## src/rtl/tamagotchi_pkg.sv

```systemverilog
// Shared types for the pet attribute manager: activity codes, sequencer states, delta selects.
// sel_delta maps (latched activity, sequencer state) to the operation the shared adder applies.
package tamagotchi_pkg;

   localparam int STAT_W = 8;

   localparam logic [3:0] IDLE       = 4'b0000;
   localparam logic [3:0] DORMINDO   = 4'b0001;
   localparam logic [3:0] COMENDO    = 4'b0010;
   localparam logic [3:0] DANDO_AULA = 4'b0100;
   localparam logic [3:0] MORTO      = 4'b1000;

   localparam logic [1:0] S_IDLE  = 2'd0;
   localparam logic [1:0] U_FOME  = 2'd1;
   localparam logic [1:0] U_FELIC = 2'd2;
   localparam logic [1:0] U_SONO  = 2'd3;

   typedef enum logic [1:0] {
      INC  = 2'd0,
      DEC  = 2'd1,
      DEC2 = 2'd2,
      HOLD = 2'd3
   } delta_sel_t;

   // Unknown and multi-hot activity codes fall back to IDLE behaviour.
   function automatic delta_sel_t sel_delta(input logic [3:0] est, input logic [1:0] st);
      delta_sel_t d;
      d = DEC;
      case (est)
         MORTO:      d = HOLD;
         COMENDO:    d = (st == U_FOME)  ? INC : DEC;
         DORMINDO:   d = (st == U_SONO)  ? INC : DEC;
         DANDO_AULA: d = (st == U_FELIC) ? INC : ((st == U_SONO) ? DEC2 : DEC);
         default:    d = DEC;
      endcase
      return d;
   endfunction

endpackage

```

## src/rtl/gerenciador_atributos_if.sv

```systemverilog
// Attribute bus: activity code in, the three attributes plus tick/busy/morto status out.
// master = attribute manager (sole writer), slave = state controller / display readers.
interface gerenciador_atributos_if;
   import tamagotchi_pkg::*;

   logic [3:0]        estado;
   logic [STAT_W-1:0] fome;
   logic [STAT_W-1:0] felicidade;
   logic [STAT_W-1:0] sono;
   logic              tick;
   logic              busy;
   logic              morto;

   modport master (
      input  estado,
      output fome, felicidade, sono, tick, busy, morto
   );

   modport slave (
      output estado,
      input  fome, felicidade, sono, tick, busy, morto
   );

endinterface

```

## src/rtl/satura_somador.sv

```systemverilog
// Combinational saturating add/sub: 9-bit internal arithmetic, clamps to [0, stat_max].
// No state, no latency; shared by the three attribute update slots.
module satura_somador
   import tamagotchi_pkg::*;
(
   input  logic [STAT_W-1:0] value,
   input  delta_sel_t        sel,
   input  logic [STAT_W-1:0] gain,
   input  logic [STAT_W-1:0] decay,
   input  logic [STAT_W-1:0] stat_max,
   output logic [STAT_W-1:0] result
);

   logic [STAT_W:0] v9;
   logic [STAT_W:0] amt9;
   logic [STAT_W:0] sum9;
   logic [STAT_W:0] max9;

   always_comb begin
      v9     = {1'b0, value};
      max9   = {1'b0, stat_max};
      amt9   = '0;
      sum9   = v9;
      result = value;
      case (sel)
         INC: begin
            sum9   = v9 + {1'b0, gain};
            result = (sum9 > max9) ? stat_max : sum9[STAT_W-1:0];
         end
         DEC, DEC2: begin
            amt9 = (sel == DEC2) ? {decay, 1'b0} : {1'b0, decay};
            sum9 = v9 - amt9;
            // Borrow means the attribute is depleted; never let it wrap to a high value.
            if (v9 < amt9)
               result = '0;
            else if (sum9 > max9)
               result = stat_max;
            else
               result = sum9[STAT_W-1:0];
         end
         default: result = value;
      endcase
   end

endmodule

```

## src/rtl/gerenciador_atributos.sv

```systemverilog
// Pet attribute manager: per game tick, one shared saturating adder updates fome, felicidade, sono in turn.
// All three final 3 cycles after tick; MORTE_EN adds a sticky death flag that freezes attributes.
module gerenciador_atributos
   import tamagotchi_pkg::*;
#(
   parameter int                TICK_DIV  = 50_000_000,
   parameter logic [STAT_W-1:0] DECAY     = 8'd1,
   parameter logic [STAT_W-1:0] GAIN      = 8'd4,
   parameter logic [STAT_W-1:0] STAT_MAX  = 8'd255,
   parameter logic [STAT_W-1:0] STAT_INIT = 8'd128
)
(
   input  logic                     clk,
   input  logic                     rst,
   gerenciador_atributos_if.master  bus
);

   localparam int CNT_W = $clog2(TICK_DIV);

   if (TICK_DIV < 8) begin : g_bad_tick_div
      $error("gerenciador_atributos: TICK_DIV must be >= 8");
   end

   logic [CNT_W-1:0]  cnt;
   logic              wrap;
   logic              tick_q;
   logic [1:0]        state;
   logic [3:0]        estado_q;
   logic [STAT_W-1:0] fome_q;
   logic [STAT_W-1:0] felic_q;
   logic [STAT_W-1:0] sono_q;
   logic [STAT_W-1:0] cur_val;
   logic [STAT_W-1:0] res;
   delta_sel_t        sel;
   logic              wr_en;

   assign wrap = (cnt == CNT_W'(TICK_DIV - 1));

   always_comb begin
      cur_val = sono_q;
      case (state)
         U_FOME:  cur_val = fome_q;
         U_FELIC: cur_val = felic_q;
         default: cur_val = sono_q;
      endcase
   end

   assign sel = sel_delta(estado_q, state);

   satura_somador u_somador (
      .value    (cur_val),
      .sel      (sel),
      .gain     (GAIN),
      .decay    (DECAY),
      .stat_max (STAT_MAX),
      .result   (res)
   );

`ifdef MORTE_EN
   logic morto_q;

   // Checked on the U_SONO edge using the post-write sono value so the flag lands one cycle later.
   always_ff @(posedge clk or posedge rst) begin
      if (rst)
         morto_q <= 1'b0;
      else if (state == U_SONO && (fome_q == '0 || felic_q == '0 || res == '0))
         morto_q <= 1'b1;
   end

   assign wr_en     = ~morto_q;
   assign bus.morto = morto_q;
`else
   assign wr_en     = 1'b1;
   assign bus.morto = 1'b0;
`endif

   always_ff @(posedge clk or posedge rst) begin
      if (rst) begin
         cnt      <= '0;
         tick_q   <= 1'b0;
         state    <= S_IDLE;
         estado_q <= IDLE;
         fome_q   <= STAT_INIT;
         felic_q  <= STAT_INIT;
         sono_q   <= STAT_INIT;
      end else begin
         cnt    <= wrap ? '0 : cnt + CNT_W'(1);
         tick_q <= wrap;

         // A wrap seen mid-sequence is ignored, and estado_q stays frozen for the sequence in flight.
         case (state)
            S_IDLE: begin
               if (wrap) begin
                  state    <= U_FOME;
                  estado_q <= bus.estado;
               end
            end
            U_FOME:  state <= U_FELIC;
            U_FELIC: state <= U_SONO;
            default: state <= S_IDLE;
         endcase

         if (wr_en) begin
            case (state)
               U_FOME:  fome_q  <= res;
               U_FELIC: felic_q <= res;
               U_SONO:  sono_q  <= res;
               default: ;
            endcase
         end
      end
   end

   assign bus.fome       = fome_q;
   assign bus.felicidade = felic_q;
   assign bus.sono       = sono_q;
   assign bus.tick       = tick_q;
   assign bus.busy       = (state != S_IDLE);

endmodule

```

## src/flat_wrapper.sv

```systemverilog
// flat-port wrapper written by rule: the top's interface ports become plain ports
module gerenciador_atributos_flat import tamagotchi_pkg::*;
#(
   parameter int                TICK_DIV  = 50_000_000,
   parameter logic [STAT_W-1:0] DECAY     = 8'd1,
   parameter logic [STAT_W-1:0] GAIN      = 8'd4,
   parameter logic [STAT_W-1:0] STAT_MAX  = 8'd255,
   parameter logic [STAT_W-1:0] STAT_INIT = 8'd128
)
  (clk, rst, bus_estado, bus_fome, bus_felicidade, bus_sono, bus_tick, bus_busy, bus_morto);
  gerenciador_atributos_if bus_i ();
  input  logic clk;
  input  logic rst;
  input wire logic [$bits(bus_i.estado)-1:0] bus_estado;
  output wire logic [$bits(bus_i.fome)-1:0] bus_fome;
  output wire logic [$bits(bus_i.felicidade)-1:0] bus_felicidade;
  output wire logic [$bits(bus_i.sono)-1:0] bus_sono;
  output wire logic [$bits(bus_i.tick)-1:0] bus_tick;
  output wire logic [$bits(bus_i.busy)-1:0] bus_busy;
  output wire logic [$bits(bus_i.morto)-1:0] bus_morto;
  assign bus_i.estado = bus_estado;
  assign bus_fome = bus_i.fome;
  assign bus_felicidade = bus_i.felicidade;
  assign bus_sono = bus_i.sono;
  assign bus_tick = bus_i.tick;
  assign bus_busy = bus_i.busy;
  assign bus_morto = bus_i.morto;
  gerenciador_atributos #(.TICK_DIV(TICK_DIV), .DECAY(DECAY), .GAIN(GAIN), .STAT_MAX(STAT_MAX), .STAT_INIT(STAT_INIT)) u_core (.clk(clk), .rst(rst), .bus(bus_i));
endmodule
```

## config.mk

```make
export PLATFORM = sky130hd
export DESIGN_NAME = gerenciador_atributos_flat
export DESIGN_NICKNAME = d
export VERILOG_FILES = /design/src/rtl/tamagotchi_pkg.sv /design/src/rtl/gerenciador_atributos_if.sv /design/src/rtl/satura_somador.sv /design/src/rtl/gerenciador_atributos.sv /design/src/flat_wrapper.sv
export SDC_FILE = /design/constraint.sdc
export NUM_CORES = 1
export LEC_CHECK = 0
export BUFFER_PORTS_ARGS = -buffer_cell sky130_fd_sc_hd__clkbuf_2
export CAP_MARGIN = 20
export CELL_PAD_IN_SITES_DETAIL_PLACEMENT = 1
export CELL_PAD_IN_SITES_GLOBAL_PLACEMENT = 1
export CORE_MARGIN = 5
export CORE_UTILIZATION = 35
export CTS_CLUSTER_SIZE = 30
export DETAILED_ROUTE_END_ITERATION = 8
export PLACE_DENSITY = 0.63
export SLEW_MARGIN = 20
export SYNTH_ARGS = -nofsm -noshare
export SYNTH_HDL_FRONTEND = slang
export SYNTH_HIERARCHICAL = 1
export SYNTH_SLANG_ARGS = --single-unit
```

## constraint.sdc

```tcl
create_clock -name clk -period 6.5 [get_ports clk]
set_clock_uncertainty 0.05 [all_clocks]
set_input_delay 1.95 -clock clk [delete_from_list [all_inputs] [get_ports clk]]
set_output_delay 1.95 -clock clk [all_outputs]
set_load 0.01 [all_outputs]
```

==> results.py <==
metrics = {
    "run_status": {
        "status": "complete, no violations",
    },
    "global_routing": {
        "antenna_found_initial": 0,
        "grtUsageTotal": 0.176,
        "grt_pass1_wl_um": 20400,
        "grt_max_degree": 58,
        "grt_pass1_vias": 3821,
        "grt_overflow": 0,
    },
    "floorplanning": {
        "io_pins": 33,
        "dieArea_um2": 15000,
        "die_h_um": 123,
        "rows": 41,
        "start_util": 0.355,
        "coreArea_um2": 12500,
        "die_w_um": 123,
    },
    "sta": {
        "tightest_slew_ns": 0.783,
        "slew_headroom": 0.475,
        "period_share": 0.800,
        "max_freq_ghz": 0.192,
        "period_minus_slack_ns": 5.20,
        "drv_slew": 0,
        "rsz0062_at_grt": "false",
        "finalSetupTns_ns": 0,
        "setup_violations": 0,
        "hold_viol_final": 0,
        "fin_ws_ns": 1.30,
    },
    "pwr": {
        "switching_share": 0.224,
        "p_seq_frac": 0.360,
        "p_total_uw": 997,
        "power_density_nw_per_um2": 189,
        "comb_power_share": 0.094,
        "p_int_uw": 774,
        "peakVddDrop_uv": 164,
        "p_sw_uw": 223,
        "clkPwrFrac": 0.546,
        "p_leak_nw": 2.55,
    },
    "yosys": {
        "ys_seq_elements": 57,
        "yosysSeqAreaShare": 0.322,
        "synth_flop_cell": "dfrtp_1",
        "synth_top_cell_area_share": 0.304,
        "synth_area_um2": 4440,
        "ys_warn_count": 6,
        "synth-edff-count": 0,
        "yosys.cell_count.top_type": "dfrtp_1",
        "ys_types": 72,
        "yosysTopAreaCell": "dfrtp_1",
        "synth_area_leaders": "dfrtp_1, ha_1, mux2_2, nor2_1, xor2_1",
        "ys_async_sr_fraction": 1.00,
        "yosys-top-cells-count": "dfrtp_1, ha_1, nor2_1",
        "syn_inst": 470,
        "syn_avg_cell_area_um2": 9.45,
    },
    "cells_and_area": {
        "areaGrowthSynthToFinish_pct": 18.7,
        "fin_cells": 724,
        "layout-drive-gt1-share": 0.183,
        "register_area_um2": 1430,
        "finish.instance_area_um2": 5270,
        "n_fill_cell": 1506,
        "final_nets": 597,
        "num_antenna_cells": 0,
        "multi_input_area_um2": 3010,
    },
    "detailed_routing": {
        "first_iter_violations": 204,
        "vias_per_cell": 5.16,
        "wl_um": 12400,
        "vias": 3736,
        "drt_first_pass_iters": 5,
        "ant_nets": 0,
        "wl_per_cell_um": 17.2,
        "drc": 0,
    },
    "clocking": {
        "tritoncts": "done",
        "cts.clk_slew.worst_paths_ns": 0.05,
        "cts-htree-levels": 3,
        "ctsResizeCount": 0,
        "cts_hold_buf": 0,
        "cts_sinks": 57,
        "clkLatencyLatePin_ns": 0.33,
        "post_cts_buffers": 0,
        "numCtsBuffers": 9,
        "root_buffer": "clkbuf_16",
        "clock_path_buffers": 2,
    },
    "worst_setup_path": {
        "worstSetupEndpointType": "flip-flop",
        "cp_max_fo": 7,
        "cp_data_required_time_ns": 6.72,
        "cp.arrival_ns": 5.41,
        "worstSetupPathType": "reg2reg",
        "critPathLaunchType": "flip-flop",
    },
    "placement": {
        "gp_congestion": 0.914,
        "pre_cts_ws_ns": 1.34,
        "post-place-cells": 708,
        "place_area_um2": 4930,
        "dp_hpwl_um": 9540,
        "numPortBuffers": 31,
    },
    "min_path": {
        "hold_path_class": "reg2reg",
    },
    "job": {
        "drv_cap": 0,
    },
}
[layout make-up]
cell class | instances | area share
multi-input combinational | 422 | 0.571
tap | 172 | 0.0408
inverter | 22 | 0.0166
timing repair buffer | 35 | 0.0351
sequential | 57 | 0.271
clock inverter | 5 | 0.0195
clock buffer | 11 | 0.0460
[metal layers]
metal	routed length (um)	GRT usage	vias to the layer above	share of wire
li1	-	-	1828	-
met1	6330	0.255	1831	0.51
met2	5430	0.263	58	0.44
met3	430	0.0350	19	0.035
met4	234	0.0560	0	0.019
met5	0	0	-	0
[worst paths after layout]
check                                startpoint                       end  slack, ns  depth (start not counted)
min in group asynchronous                   rst  u_core/bus.felicidade[3]       1.76                          3
worst max register to register  u_core/state[1]        u_core/bus.sono[1]       1.30                         22
worst min-delay path             u_core/cnt[23]            u_core/cnt[23]       0.46                          1
worst min register to register   u_core/cnt[23]            u_core/cnt[23]       0.46                          1
worst max-delay path            u_core/state[1]        u_core/bus.sono[1]       1.30                         22
max in group asynchronous                   rst            u_core/cnt[12]       4.16                          3
[cell families after synthesis]
family	count (synthesis)	synth area share
multiplexers	39	0.0961
AO/OA/AOI/OAI	98	0.159
other	2	0.00169
flip-flops	57	0.322
buffers and inverters	40	0.0417
XOR/XNOR	31	0.0629
AND/OR/NAND/NOR	159	0.189
adder cells (fa/ha/maj)	44	0.127
[metrics by stage]
step                utilization  hold WS [ns]
CTS                       0.421         0.456
detailed placement        0.394         0.445
global route              0.421         0.479
floorplan                     -         0.408
finish                    0.421         0.456
global placement          0.394         0.438
[worst max-delay path: stages, from the launching register on]
cell and delay [ns]:
dfrtp_1 0.40, inv_1 0.12, ha_1 0.20, nand2_1 0.06, mux2_2 0.26, nor2_1 0.09, a21oi_1 0.04, or3_1 0.34
inv_1 0.12, ha_1 0.40, mux2i_1 0.20, ha_1 0.30, nor2b_1 0.14, o2111a_1 0.27, o21a_1 0.18, a211oi_1 0.43
ha_1 0.21, and3_1 0.19, nand2_1 0.08, a32oi_1 0.27, nor2_2 0.15, o211ai_1 0.39, mux2_2 0.23
[state kept, by name, summed over array words and instances, names as in the netlist]
register / flops
u_core/estado_q: 4
u_core/state: 2
u_core/cnt: 26
u_core/bus.tick: 1
u_core/bus.felicidade: 8
u_core/bus.fome: 8
u_core/bus.sono: 8
[cells in the final DEF (no fill, tap or decap), types with 5 or more instances in the layout]
cell type | synthesis | layout
clkbuf_2 | 0 | 31
dfrtp_1 | 54 | 54
xor2_1 | 16 | 16
nand4_1 | 21 | 21
a21oi_1 | 26 | 26
conb_1 | 2 | 51
and3_1 | 7 | 7
nand3_1 | 20 | 20
a22oi_1 | 8 | 8
nor2b_1 | 5 | 5
clkbuf_16 | 0 | 9
inv_1 | 21 | 20
mux2_2 | 29 | 29
nor3_1 | 7 | 7
ha_1 | 42 | 42
nand2_1 | 36 | 36
nor2_1 | 38 | 38
o211ai_1 | 10 | 10
mux2i_1 | 10 | 10
xnor2_1 | 14 | 14
o21ai_0 | 7 | 7
[power groups by stage]
stage | logic [mW] | registers (mW) | clock network (mW)
floorplan | 0.0692 | 0.364 | 0
global placement | 0.0871 | 0.365 | 0
detailed placement | 0.0899 | 0.365 | 0
CTS | 0.0903 | 0.359 | 0.557
global route | 0.106 | 0.359 | 0.574
finish | 0.0941 | 0.359 | 0.544
No activity file was read; power rests on OpenSTA's default activity.
